`config.mk`:
```
export PLATFORM = sky130hd
export DESIGN_NAME = dcache_write_buffer
export DESIGN_NICKNAME = d
export VERILOG_FILES = /design/src/rtl/dcache_write_buffer.sv
export SDC_FILE = /design/constraint.sdc
export NUM_CORES = 1
export LEC_CHECK = 0
export CORE_AREA = 2 2 258 260
export CTS_CLUSTER_SIZE = 24
export DETAILED_ROUTE_END_ITERATION = 6
export DIE_AREA = 0 0 260 262
export PLACE_DENSITY = 0.85
export SLEW_MARGIN = 25
export SYNTH_ARGS = -nofsm -noshare
export SYNTH_HDL_FRONTEND = slang
export SYNTH_SLANG_ARGS = --single-unit
```
`constraint.sdc`:
```
create_clock -name clk -period 21.9 [get_ports clk]
set_input_delay 3.285 -clock clk [delete_from_list [all_inputs] [get_ports clk]]
set_output_delay 3.285 -clock clk [all_outputs]
set_load 0.005 [all_outputs]
```
`src/rtl/dcache_write_buffer.sv`:
```
// Posted line-write buffer between the D-cache memory port and slow memory; drains in FIFO order.
// Define WBUF_READ_FWD_EN to serve read hits from the buffer and let read misses bypass queued drains.
module dcache_write_buffer #(
    parameter int DEPTH  = 4,
    parameter int ADDR_W = 28,
    parameter int DATA_W = 128
) (
    input  logic              clk,
    input  logic              rst_n,
    input  logic              c_read,
    input  logic              c_write,
    input  logic [ADDR_W-1:0] c_addr,
    input  logic [DATA_W-1:0] c_wdata,
    output logic [DATA_W-1:0] c_rdata,
    output logic              c_ready,
    output logic              mem_read,
    output logic              mem_write,
    output logic [ADDR_W-1:0] mem_addr,
    output logic [DATA_W-1:0] mem_wdata,
    input  logic [DATA_W-1:0] mem_rdata,
    input  logic              mem_ready
);
    localparam int PTR_W = $clog2(DEPTH);
    localparam logic [PTR_W:0] FULL_COUNT = (PTR_W+1)'(DEPTH);

    localparam logic [2:0] S_IDLE = 3'd0;
    localparam logic [2:0] S_DR   = 3'd1;
    localparam logic [2:0] S_RD   = 3'd2;
    localparam logic [2:0] S_RESP = 3'd3;
    localparam logic [2:0] S_FWD  = 3'd4;

    logic [ADDR_W-1:0] buf_addr [DEPTH];
    logic [DATA_W-1:0] buf_data [DEPTH];
    logic [PTR_W-1:0]  rd_ptr;
    logic [PTR_W-1:0]  wr_ptr;
    logic [PTR_W:0]    count;
    logic [2:0]        state;

    logic              read_req;
    logic              write_req;
    logic              full;
    logic              hit;
    logic [PTR_W-1:0]  hit_idx;
    logic              drain_go;
    logic              start_rd;
    logic              start_fwd;
    logic              head_busy;
    logic              coalesce;
    logic              push;
    logic              pop;

    // Requests seen while c_ready is high belong to the transaction just completed.
    assign read_req  = c_read && !c_ready;
    assign write_req = c_write && !c_read && !c_ready;
    assign full      = (count == FULL_COUNT);

    // Youngest valid entry matching c_addr: later (younger) matches overwrite earlier ones.
    always_comb begin
        logic [PTR_W-1:0] idx;
        idx     = '0;
        hit     = 1'b0;
        hit_idx = '0;
        for (int unsigned k = 0; k < DEPTH; k++) begin
            idx = rd_ptr + PTR_W'(k);
            if ((k < 32'(count)) && (buf_addr[idx] == c_addr)) begin
                hit     = 1'b1;
                hit_idx = idx;
            end
        end
    end

`ifdef WBUF_READ_FWD_EN
    assign start_fwd = (state == S_IDLE) && read_req && hit;
    assign start_rd  = (state == S_IDLE) && read_req && !hit;
    assign drain_go  = (state == S_IDLE) && !read_req && (count != '0);
`else
    assign start_fwd = 1'b0;
    assign start_rd  = (state == S_IDLE) && read_req && (count == '0);
    assign drain_go  = (state == S_IDLE) && (count != '0);
`endif

    // The head is busy both while draining and in the cycle its drain is launched,
    // since mem_wdata captures it on that edge.
    assign head_busy = (state == S_DR) || drain_go;
    assign coalesce  = write_req && !full && hit && !(head_busy && (hit_idx == rd_ptr));
    assign push      = write_req && !full && !coalesce;
    assign pop       = (state == S_DR) && mem_ready;

    always_ff @(posedge clk) begin
        if (push) begin
            buf_addr[wr_ptr] <= c_addr;
            buf_data[wr_ptr] <= c_wdata;
        end else if (coalesce) begin
            buf_data[hit_idx] <= c_wdata;
        end
    end

    always_ff @(posedge clk or negedge rst_n) begin
        if (!rst_n) begin
            rd_ptr <= '0;
            wr_ptr <= '0;
            count  <= '0;
        end else begin
            if (push) begin
                wr_ptr <= wr_ptr + 1'b1;
            end
            if (pop) begin
                rd_ptr <= rd_ptr + 1'b1;
            end
            count <= count + (PTR_W+1)'(push) - (PTR_W+1)'(pop);
        end
    end

    always_ff @(posedge clk or negedge rst_n) begin
        if (!rst_n) begin
            state     <= S_IDLE;
            c_rdata   <= '0;
            c_ready   <= 1'b0;
            mem_read  <= 1'b0;
            mem_write <= 1'b0;
            mem_addr  <= '0;
            mem_wdata <= '0;
        end else begin
            c_ready <= push || coalesce;
            case (state)
                S_IDLE: begin
                    if (start_fwd) begin
                        c_rdata <= buf_data[hit_idx];
                        c_ready <= 1'b1;
                        state   <= S_FWD;
                    end else if (start_rd) begin
                        mem_read <= 1'b1;
                        mem_addr <= c_addr;
                        state    <= S_RD;
                    end else if (drain_go) begin
                        mem_write <= 1'b1;
                        mem_addr  <= buf_addr[rd_ptr];
                        mem_wdata <= buf_data[rd_ptr];
                        state     <= S_DR;
                    end
                end
                S_DR: begin
                    if (mem_ready) begin
                        mem_write <= 1'b0;
                        state     <= S_IDLE;
                    end
                end
                S_RD: begin
                    if (mem_ready) begin
                        c_rdata  <= mem_rdata;
                        mem_read <= 1'b0;
                        c_ready  <= 1'b1;
                        state    <= S_RESP;
                    end
                end
                S_RESP:  state <= S_IDLE;
                S_FWD:   state <= S_IDLE;
                default: state <= S_IDLE;
            endcase
        end
    end

endmodule
```
==> results of run 1 <==
[power groups by stage]
| stage | Combinational [uW] | Clock [uW] | Sequential, uW |
|---|---|---|---|
| 5_1_grt | 2400 | 1650 | 2540 |
| 3_5_place_dp | 2240 | 0 | 2530 |
| 4_1_cts | 2270 | 1580 | 2510 |
| 3_3_place_gp | 2190 | 0 | 2500 |
| 2_1_floorplan | 1270 | 0 | 2490 |
| 6_report | 2250 | 1560 | 2510 |
[cells in the mapped netlist, types with 6 or more instances]
| master | count |
|---|---|
| edfxtp_1 | 624 |
| dfrtp_1 | 296 |
| mux2_2 | 264 |
| mux4_2 | 158 |
| mux2i_1 | 146 |
| xnor2_1 | 86 |
| clkbuf_1 | 66 |
| nand2_1 | 60 |
| o21ai_0 | 43 |
| nor2_1 | 36 |
| xor2_1 | 23 |
| a21oi_1 | 22 |
| buf_2 | 19 |
| inv_1 | 19 |
| nand4_1 | 17 |
| buf_1 | 13 |
| buf_6 | 13 |
| nand3_1 | 10 |
| nor3_1 | 9 |
| a22oi_1 | 8 |
| a31oi_1 | 8 |
| ha_1 | 8 |
| buf_4 | 6 |
| nor4_1 | 6 |
[logic make-up (layout without fill, tap and decap cells)]
| family | count (synthesis) | in the layout | synth area share [%] |
|---|---|---|---|
| adders and majority gates | 9 | 9 | 0.319 |
| DFF | 920 | 920 | 69.4 |
| buffers and inverters | 141 | 788 | 1.93 |
| other | 0 | 10 | 0 |
| muxes | 569 | 569 | 21.3 |
| xor gates and xnor gates | 109 | 109 | 2.54 |
| and+or+nand+nor | 166 | 166 | 2.17 |
| AOI/OAI and AO/OA | 133 | 133 | 2.32 |
[registers in the layout, indices dropped and copies added, names as in the netlist, 2 cells and up]
register / flops
c_rdata: 128
mem_wdata: 128
buf_data: 512
state: 2
count: 3
wr_ptr: 2
mem_addr: 28
buf_addr: 112
rd_ptr: 2
[layer usage]
layer / vias up / wire length (um) / GRT usage (%)
li1: 9147 / - / -
met4: 18 / 3240 / 10.8
met2: 992 / 49700 / 47.8
met1: 10900 / 35600 / 35.5
met3: 199 / 8080 / 6.81
met5: - / 136 / 0
[worst max path at each step]
stage	cells past startpoint	end	start	slack, ps
global placement	12	buf_data[0][19]$_DFFE_PP_	c_addr[26]	13020
CTS	12	buf_data[0][75]$_DFFE_PP_	c_addr[26]	13680
global route	11	buf_data[1][81]$_DFFE_PP_	c_addr[10]	13580
detailed placement	12	buf_data[0][23]$_DFFE_PP_	c_addr[26]	12990
floorplan	10	buf_data[3][0]$_DFFE_PP_	c_addr[21]	6900
finish	11	buf_data[1][60]$_DFFE_PP_	c_addr[26]	13710
[layout make-up]
cell class / count / area, um^2
clock inverters: 56 / 566
clock buffers: 115 / 2460
flip-flops and latches: 920 / 26200
multi-input cells: 986 / 10900
repair buffers: 597 / 5990
inverters: 20 / 75.1
fillers: 3881 / 18100
diodes: 10 / 25.0
well taps: 864 / 1080
[metrics by stage]
| step | utilization (%) | hold WS, ps | total power, uW | setup slack (ps) | instance area [um^2] |
|---|---|---|---|---|---|
| 2_1_floorplan | - | 473 | 3760 | 6900 | 37700 |
| 3_3_place_gp | 67.6 | 461 | 4690 | 13020 | 44100 |
| 3_5_place_dp | 67.6 | 469 | 4770 | 12990 | 44100 |
| 4_1_cts | 72.2 | 482 | 6360 | 13680 | 47100 |
| 5_1_grt | 72.3 | 510 | 6590 | 13580 | 47200 |
| 6_report | 72.3 | 477 | 6320 | 13710 | 47200 |
[critical path, cell delays in order]
cell	delay, ps
clkdlybuf4s50_1	870
xor2_1	200
nand4_1	130
or4_1	510
a211oi_1	510
nand4b_1	200
nand4_1	130
o31ai_1	100
a211oi_2	640
a22o_4	830
buf_4	900
==> summary.md, run 1 <==
| Metric | Value |
|---|---|
| Reg clk slew, reported paths | 60 ps |
| Crit. End Element | register |
| Clock sinks | 920 |
| Core ar. | 65300 um^2 |
| Lkg Pwr | 0.0171 uW |
| Final Critical Period | 8190 ps |
| Worst Min Path Start | mem_addr[7]$_DFFE_PN0P_ |
| Drt drc | 0 |
| I/O pin cnt | 576 |
| CTS tree | built |
| #FFs+latches synth | 920 |
| Final #Nets | a little under 3000 |
| Cell Int Power | 4410 uW |
| Initial DRC Count | 2046 |
| Post-CTS Setup Repair Bufs | 0 |
| First-pass GRT wire length | 142000 um |
| HPWL Detailed | approximately 62000 um |
| Combinational power share | a little over a third |
| Post-synth EDFFs | ~620 |
| Worst r2r dst | buf_data[1][60]$_DFFE_PP_ |
| Pwr dens | 134 nW/um^2 |
| Worst skew pair latency | 660 ps |
| H-tree depth | 3 |
| Total wire length | 96700 um |
| Fmax | 122 MHz |
| Most common cell after layout, fill and taps aside | edfxtp_1 |
| Run status | completed |
| Worst r2r src | rd_ptr[1]$_DFFE_PN0P_ |
| FF-to-FF setup slack | between 10000 and 15000 ps |
| CTS root buffer | clkbuf_16 |
| Top cells by area, synth | edfxtp_1 (50%), dfrtp_1 (20%), mux4_2 (9.4%) |
| Port bufs | 575 |
| Final Slew Violations | 0 |
| Vias in the first global route | 22100 |
| Routed WL per cell | 27.1 um |
| CP Data Required Time | 22160 ps |
| Post-synth ARST share | 32.2% |
| Row count | 94 |
| Final period util | 37.4% |
| Synth top area share | 49.8% |
| Clk pwr share | about a quarter |
| CP Data Arrival Time | 8450 ps |
| Initial antenna violation count | 20 |
| Final hold viol count | 0 |
| RSZ-0062 raised after global routing | no |
| GRT overflow | 0 |
| Synth warnings | 0 |
| Gpl congestion | slightly above 0.9 |
| CTS max path bufs | 3 |
| Post-CTS Hold Fix Bufs | 0 |
| Cell taking the most area after synthesis | edfxtp_1 |
| Net Count, Synth | 2345 |
| Startpoint Class | input port |
| Die H | 262 um |
| Layout cells sized above 1 | 22.5% |
| Die width | 260 um |
| WHS Path Cells | 2 |
| Gr usage total | approximately 28% |
| Mapped Area | 37700 um^2 |
| Drt pass-1 iters | 5 |
| Setup Skew | 41.8 ps |
| Layout Cells excl Fill | 3568 |
| CP max FO | between 60 and 70 |
| Maxcap violations | 0 |
| Sw Ratio | 30.3% |
| Post-Syn Instances | 2047 |
| Rel. slew slack | 31.8% |
| Total CTS buffers | 91 |
| Worst R2R Path Depth | 12 |
| Worst Max-Slew Pin Slew | 1020 ps |
| CP Class | input port to register |
| Peak supply drop | 104 uV |
| WHS Endpoint | mem_addr[7]$_DFFE_PN0P_ |
| Starting density of the core | 57.7% |
| Die Area | 68100 um^2 |
| Top_reg_cell synth | edfxtp_1 |
| Final setup TNS | 0 ps |
| Most frequent cells in the layout | edfxtp_1 (624), clkdlybuf4s50_1 (574), dfrtp_1 (294) |
| Post-cts gate resize count | 0 |
| Pin count of the biggest net entering global routing | between 150 and 200 |
| Switch Pwr | 1920 uW |
| Seq/Total Area, Yosys | a little over two thirds |
| Cells after DPL | around 3400 |
| Antenna viol nets, final | 0 |
| Sequential share of power | 39.7% |
| Synth cell types | 70 |
| Vias per cell | between 5 and 6 |
| Final Setup Violations | 0 |
| Synth Area per Inst | approximately 18 um^2 |
| Vias | ~21000 |
| Hold Crit Class | register to register |
| Synthesis-to-layout area growth | 25.4% |
Power figures use the tool's default switching activity.
==> run 2, diff against run 1 <==
- CORE_AREA: 2 2 258 260 -> 2 2 281 283
- DIE_AREA: 0 0 260 262 -> 0 0 283 285
- PLACE_DENSITY: 0.85 -> 0.76
- clock period: 21.9 -> 7.5 ns (I/O delays scaled with it)
==> summary.md, run 2 (synthesis gave the netlist of run 1 again) <==
| Metric | Value |
|---|---|
| Run status | completed |
| Final period util | between 70% and 80% |
| Fmax | 178 MHz |
| Reg clk slew, reported paths | 60 ps |
| Lkg Pwr | 0.0173 uW |
| Total CTS buffers | 94 |
| Routed WL per cell | 24.9 um |
| Largest registers | buf_data (512), c_rdata (128), mem_wdata (128) |
| Die width | 283 um |
| Vias in the first global route | 21900 |
| Gr usage total | 23.0% |
| Final Slew Violations | 0 |
| Die H | 285 um |
| Maxcap violations | 0 |
| Final #Nets | just under 3000 |
| Layout cells sized above 1 | 23.0% |
| Final setup TNS | 0 ps |
| Startpoint Class | register |
| Port bufs | between 500 and 600 |
| RSZ-0062 raised after global routing | no |
| Register area | approximately 26000 um^2 |
| Vias | 20800 |
| Switch Pwr | 5520 uW |
| Final hold viol count | 0 |
| Synthesis-to-layout area growth | 26.9% |
| Row count | 103 |
| Sequential share of power | between 30% and 40% |
| CTS tree | built |
| Antenna viol nets, final | 0 |
| Vias per cell | around 5.5 |
| Gpl congestion | 0.901 |
| GRT overflow | 0 |
| Final Setup Violations | 0 |
| Final core utilization | about three fifths |
| Pin count of the biggest net entering global routing | 155 |
| Pwr dens | 389 nW/um^2 |
| CTS root buffer | clkbuf_16 |
| Final Critical Period | approximately 5600 ps |
| CP Data Required Time | between 7000 and 8000 ps |
| Die Area | 80700 um^2 |
| Post-cts gate resize count | 0 |
| Crit. End Element | register |
| Setup Skew | 48.0 ps |
| First-pass GRT wire length | 141000 um |
| Biggest register | buf_data |
| HPWL Detailed | between 60000 and 70000 um |
| CP Data Arrival Time | 5880 ps |
| Combinational power share | between 30 and 40% |
| Drt pass-1 iters | 5 |
| Core ar. | 78000 um^2 |
| Area of the multi-input gates | 10900 um^2 |
| CP max FO | 50 |
| Drt drc | 0 |
| Worst skew pair latency | approximately 660 ps |
| Worst Max-Slew Pin Slew | 992 ps |
| H-tree depth | 3 |
| CTS max path bufs | 3 |
| Initial DRC Count | 1481 |
| Clk pwr share | 25.5% |
| CP Class | register to register |
| Max reg flops | 512 |
| Rel. slew slack | 33.9% |
| Clock sinks | 920 |
| Initial antenna violation count | 25 |
| Post-CTS Setup Repair Bufs | 0 |
| Peak supply drop | ~250 uV |
| Total wire length | 93700 um |
| Most frequent cells in the layout | edfxtp_1 (624), clkdlybuf4s50_1 (574), dfrtp_1 (294) |
| Post-CTS Hold Fix Bufs | 0 |
| Hold Crit Class | input port to asynchronous set/reset pin |
| I/O pin cnt | 576 |
| Cell Int Power | 13100 uW |
| Filler cells | 5616 |
| Sw Ratio | 29.7% |
| Starting density of the core | about half |
| Most common cell after layout, fill and taps aside | edfxtp_1 |
==> run 2: metrics by stage <==
| stage | power [uW] | hold WS (ps) | setup slack, ps | instance area, um^2 | std cells |
|---|---|---|---|---|---|
| after floorplan | 11000 | 473 | 412 | 37700 | 2047 |
| after detailed placement | 14000 | 469 | 1640 | 44600 | 3580 |
| after global routing | 19500 | 445 | 1530 | 47800 | 3766 |
| after CTS | 18800 | 430 | 1860 | 47800 | 3755 |
| final | 18600 | 415 | 1900 | 47800 | 3768 |
| after global placement | 13800 | 460 | 1640 | 44500 | 3578 |
==> run 2: per-layer routing <==
layer	GRT usage, %	wire (um)
met3	6.62	7300
met1	29.4	37000
met2	37.4	46000
met5	0	160
met4	8.99	3150
==> run 2: power by group through the flow <==
stage          registers (uW)  clock network [uW]  logic [uW]
6_report                 7270                4740        6600
5_1_grt                  7390                5030        7050
4_1_cts                  7270                4840        6690
3_5_place_dp             7360                   0        6640
3_3_place_gp             7340                   0        6500
2_1_floorplan            7230                   0        3720
==> run 2: worst paths after layout <==
kind	startpoint	to	slack (ps)	cells past startpoint
max	rd_ptr[1]$_DFFE_PN0P_	buf_data[1][36]$_DFFE_PP_	1900	13
min	rst_n	mem_addr[6]$_DFFE_PN0P_	420	1
max reg2reg	rd_ptr[1]$_DFFE_PN0P_	buf_data[1][36]$_DFFE_PP_	1900	13
min reg2reg	mem_addr[26]$_DFFE_PN0P_	mem_addr[26]$_DFFE_PN0P_	480	2
max in group asynchronous	rst_n	c_rdata[89]$_DFFE_PN0P_	5710	2
min in group clk	mem_addr[26]$_DFFE_PN0P_	mem_addr[26]$_DFFE_PN0P_	480	2
==> run 2: worst max-delay path: stages, from the launching register on <==
cell and delay, ps:
dfrtp_4 730, buf_16 340, buf_4 310, mux2i_1 300, mux2i_1 140, xnor2_1 380
nand2_1 100, a2111oi_1 620, nand4b_1 240, nand4_1 150, o31ai_1 100, a211oi_2 650
a22o_4 640, buf_4 490
==> run 2: area by class of cell <==
cell class | count | area share (%)
timing repair buffer | 604 | 12.9
clock buffer | 124 | 5.37
antenna | 13 | 0.0681
tap | 1050 | 2.75
multi-input combinational | 986 | 22.7
sequential | 920 | 54.7
inverter | 20 | 0.157
clock inverter | 51 | 1.28
==> run 3, diff against run 2 <==
- clock period: 7.5 -> 4.7 ns (I/O delays scaled with it)
==> summary.md, run 3 (synthesis gave the netlist of run 1 again) <==
| Metric | Value |
|---|---|
| Hold Crit Class | input port to asynchronous set/reset pin |
| Post-CTS Hold Fix Bufs | 0 |
| H-tree depth | 3 |
| Final hold viol count | 0 |
| Largest registers | buf_data (512), c_rdata (128), mem_wdata (128) |
| Synthesis-to-layout area growth | 29.6% |
| Worst-path cell chain | buf_12 -> buf_12 -> mux2i_1 -> mux2i_1 -> xnor2_1 -> nand4_1 -> or4_4 -> nor3_4 -> nor2_1 -> a211o_1 -> or2_1 -> o22ai_4 -> buf_12 -> buf_12 |
| Routed WL per cell | roughly 25 um |
| Gpl congestion | 0.963 |
| Setup Skew | 62.9 ps |
| Drt pass-1 iters | 5 |
| Final Slew Violations | 0 |
| Run status | completed |
| CP Data Arrival Time | 4800 ps |
| Crit. End Element | register |
| CTS root buffer | clkbuf_16 |
| Lkg Pwr | 0.0178 uW |
| Die width | 283 um |
| I/O pin cnt | 576 |
| Vias in the first global route | 22400 |
| Gr usage total | 23.6% |
| Fmax | 223 MHz |
| Pwr dens | 615 nW/um^2 |
| Vias | between 20000 and 25000 |
| Die H | roughly 290 um |
| Most used cell, CP | buf_12 |
| Worst skew pair latency | 670 ps |
| Design area | 48800 um^2 |
| Clock sinks | 920 |
| RSZ-0062 raised after global routing | no |
| Crit path max-delay cell type | dfrtp_4 |
| GRT overflow | 0 |
| Final setup TNS | 0 ps |
| CP Class | register to register |
| Most frequent cells in the layout | edfxtp_1 (624), clkdlybuf4s50_1 (574), dfrtp_1 (294) |
| Starting density of the core | roughly half |
| Layout cells sized above 1 | 25.3% |
| Filler cells | 5521 |
| HPWL Detailed | 66400 um |
| Row count | just over 100 |
| Worst Setup Slack, final | 221 ps |
| Final Critical Period | roughly 4500 ps |
| Peak supply drop | between 300 and 400 uV |
| Total CTS buffers | between 90 and 100 |
| Pin count of the biggest net entering global routing | ~100 |
| CP Data Required Time | 5020 ps |
| Antenna viol nets, final | 0 |
| Die Area | 80700 um^2 |
| WP buf/inv | 4 |
| Post-CTS Setup Repair Bufs | 0 |
| Max reg flops | 512 |
| Final Setup Violations | 0 |
| Startpoint Class | register |
| CP max FO | 24 |
| Drt drc | 0 |
| First-pass GRT wire length | 143000 um |
| Maxcap violations | 0 |
| Initial antenna violation count | 31 |
| CP max stage delay | 720 ps |
| CTS tree | built |
| Reg clk slew, reported paths | 60 ps |
| Worst Max-Slew Pin Slew | 1000 ps |
| Vias per cell | 5.50 |
| Dpl ws | 99.0 ps |
| Initial DRC Count | 1261 |
| Final period util | between 90% and 100% |
| Tot Pwr | ~30000 uW |
| Post-cts gate resize count | 0 |
| Rel. slew slack | 33.3% |
| Most common cell after layout, fill and taps aside | edfxtp_1 |
| CTS max path bufs | 3 |
| Core ar. | approximately 78000 um^2 |
| Total wire length | 95800 um |
| Port bufs | 575 |
| Hold Slack | 98.0 ps |
| Crit-path leading delay family | simple AND/OR/NAND/NOR gates |
| DP Area | ~46000 um^2 |
| Biggest register | buf_data |
| Final #Nets | about 3000 |
[run 3: worst reg2reg max path: stages, from the launching register on]
cell     delay [ps]
dfrtp_4         720
buf_12          280
buf_12          160
mux2i_1         250
mux2i_1         140
xnor2_1         220
nand4_1         170
or4_4           550
nor3_4          320
nor2_1           80
a211o_1         380
or2_1           300
o22ai_4         160
buf_12          230
buf_12          220
[run 3: layout make-up]
type | instances | area (um^2) | area share [%]
diodes | 16 | 40.0 | 0.0821
clock buffers | 139 | 2660 | 5.46
clock inverters | 39 | 502 | 1.03
inverters | 20 | 77.6 | 0.159
multi-input cells | 986 | 10900 | 22.3
flip-flops and latches | 920 | 26200 | 53.6
well taps | 1050 | 1310 | 2.69
repair buffers | 702 | 7160 | 14.7
[run 3: metal layers]
metal  GRT usage [%]  up-vias  wire [um]
met2            39.0      842      47800
met1            30.2    10900      37100
met5               0        -        185
li1                -     9348          -
met3            6.56      179       7980
met4            8.13       30       2710
[run 3: power breakdown]
part	total (uW)	switching (uW)	leakage [uW]	internal, uW
Sequential	11500	1010	0.00919	10500
Combinational	11000	4790	0.00708	6170
Clock	7480	3160	0.00154	4320
[run 3: worst paths after layout]
| kind | startpoint | end | slack (ps) | depth (start not counted) |
|---|---|---|---|---|
| max | rd_ptr[1]$_DFFE_PN0P_ | buf_data[2][113]$_DFFE_PP_ | 220 | 14 |
| min | rst_n | mem_addr[6]$_DFFE_PN0P_ | 100 | 1 |
| max reg2reg | rd_ptr[1]$_DFFE_PN0P_ | buf_data[2][113]$_DFFE_PP_ | 220 | 14 |
| min reg2reg | mem_addr[8]$_DFFE_PN0P_ | mem_addr[8]$_DFFE_PN0P_ | 480 | 2 |
| max in group asynchronous | rst_n | mem_wdata[115]$_DFFE_PN0P_ | 3580 | 2 |
| min in group clk | mem_addr[8]$_DFFE_PN0P_ | mem_addr[8]$_DFFE_PN0P_ | 480 | 2 |
[run 3: per-stage QoR]
step,instances,utilization (%)
3_3_place_gp,3677,58.5
4_1_cts,3855,62.5
2_1_floorplan,2047,-
6_report,3872,62.6
3_5_place_dp,3677,58.5
5_1_grt,3871,62.6
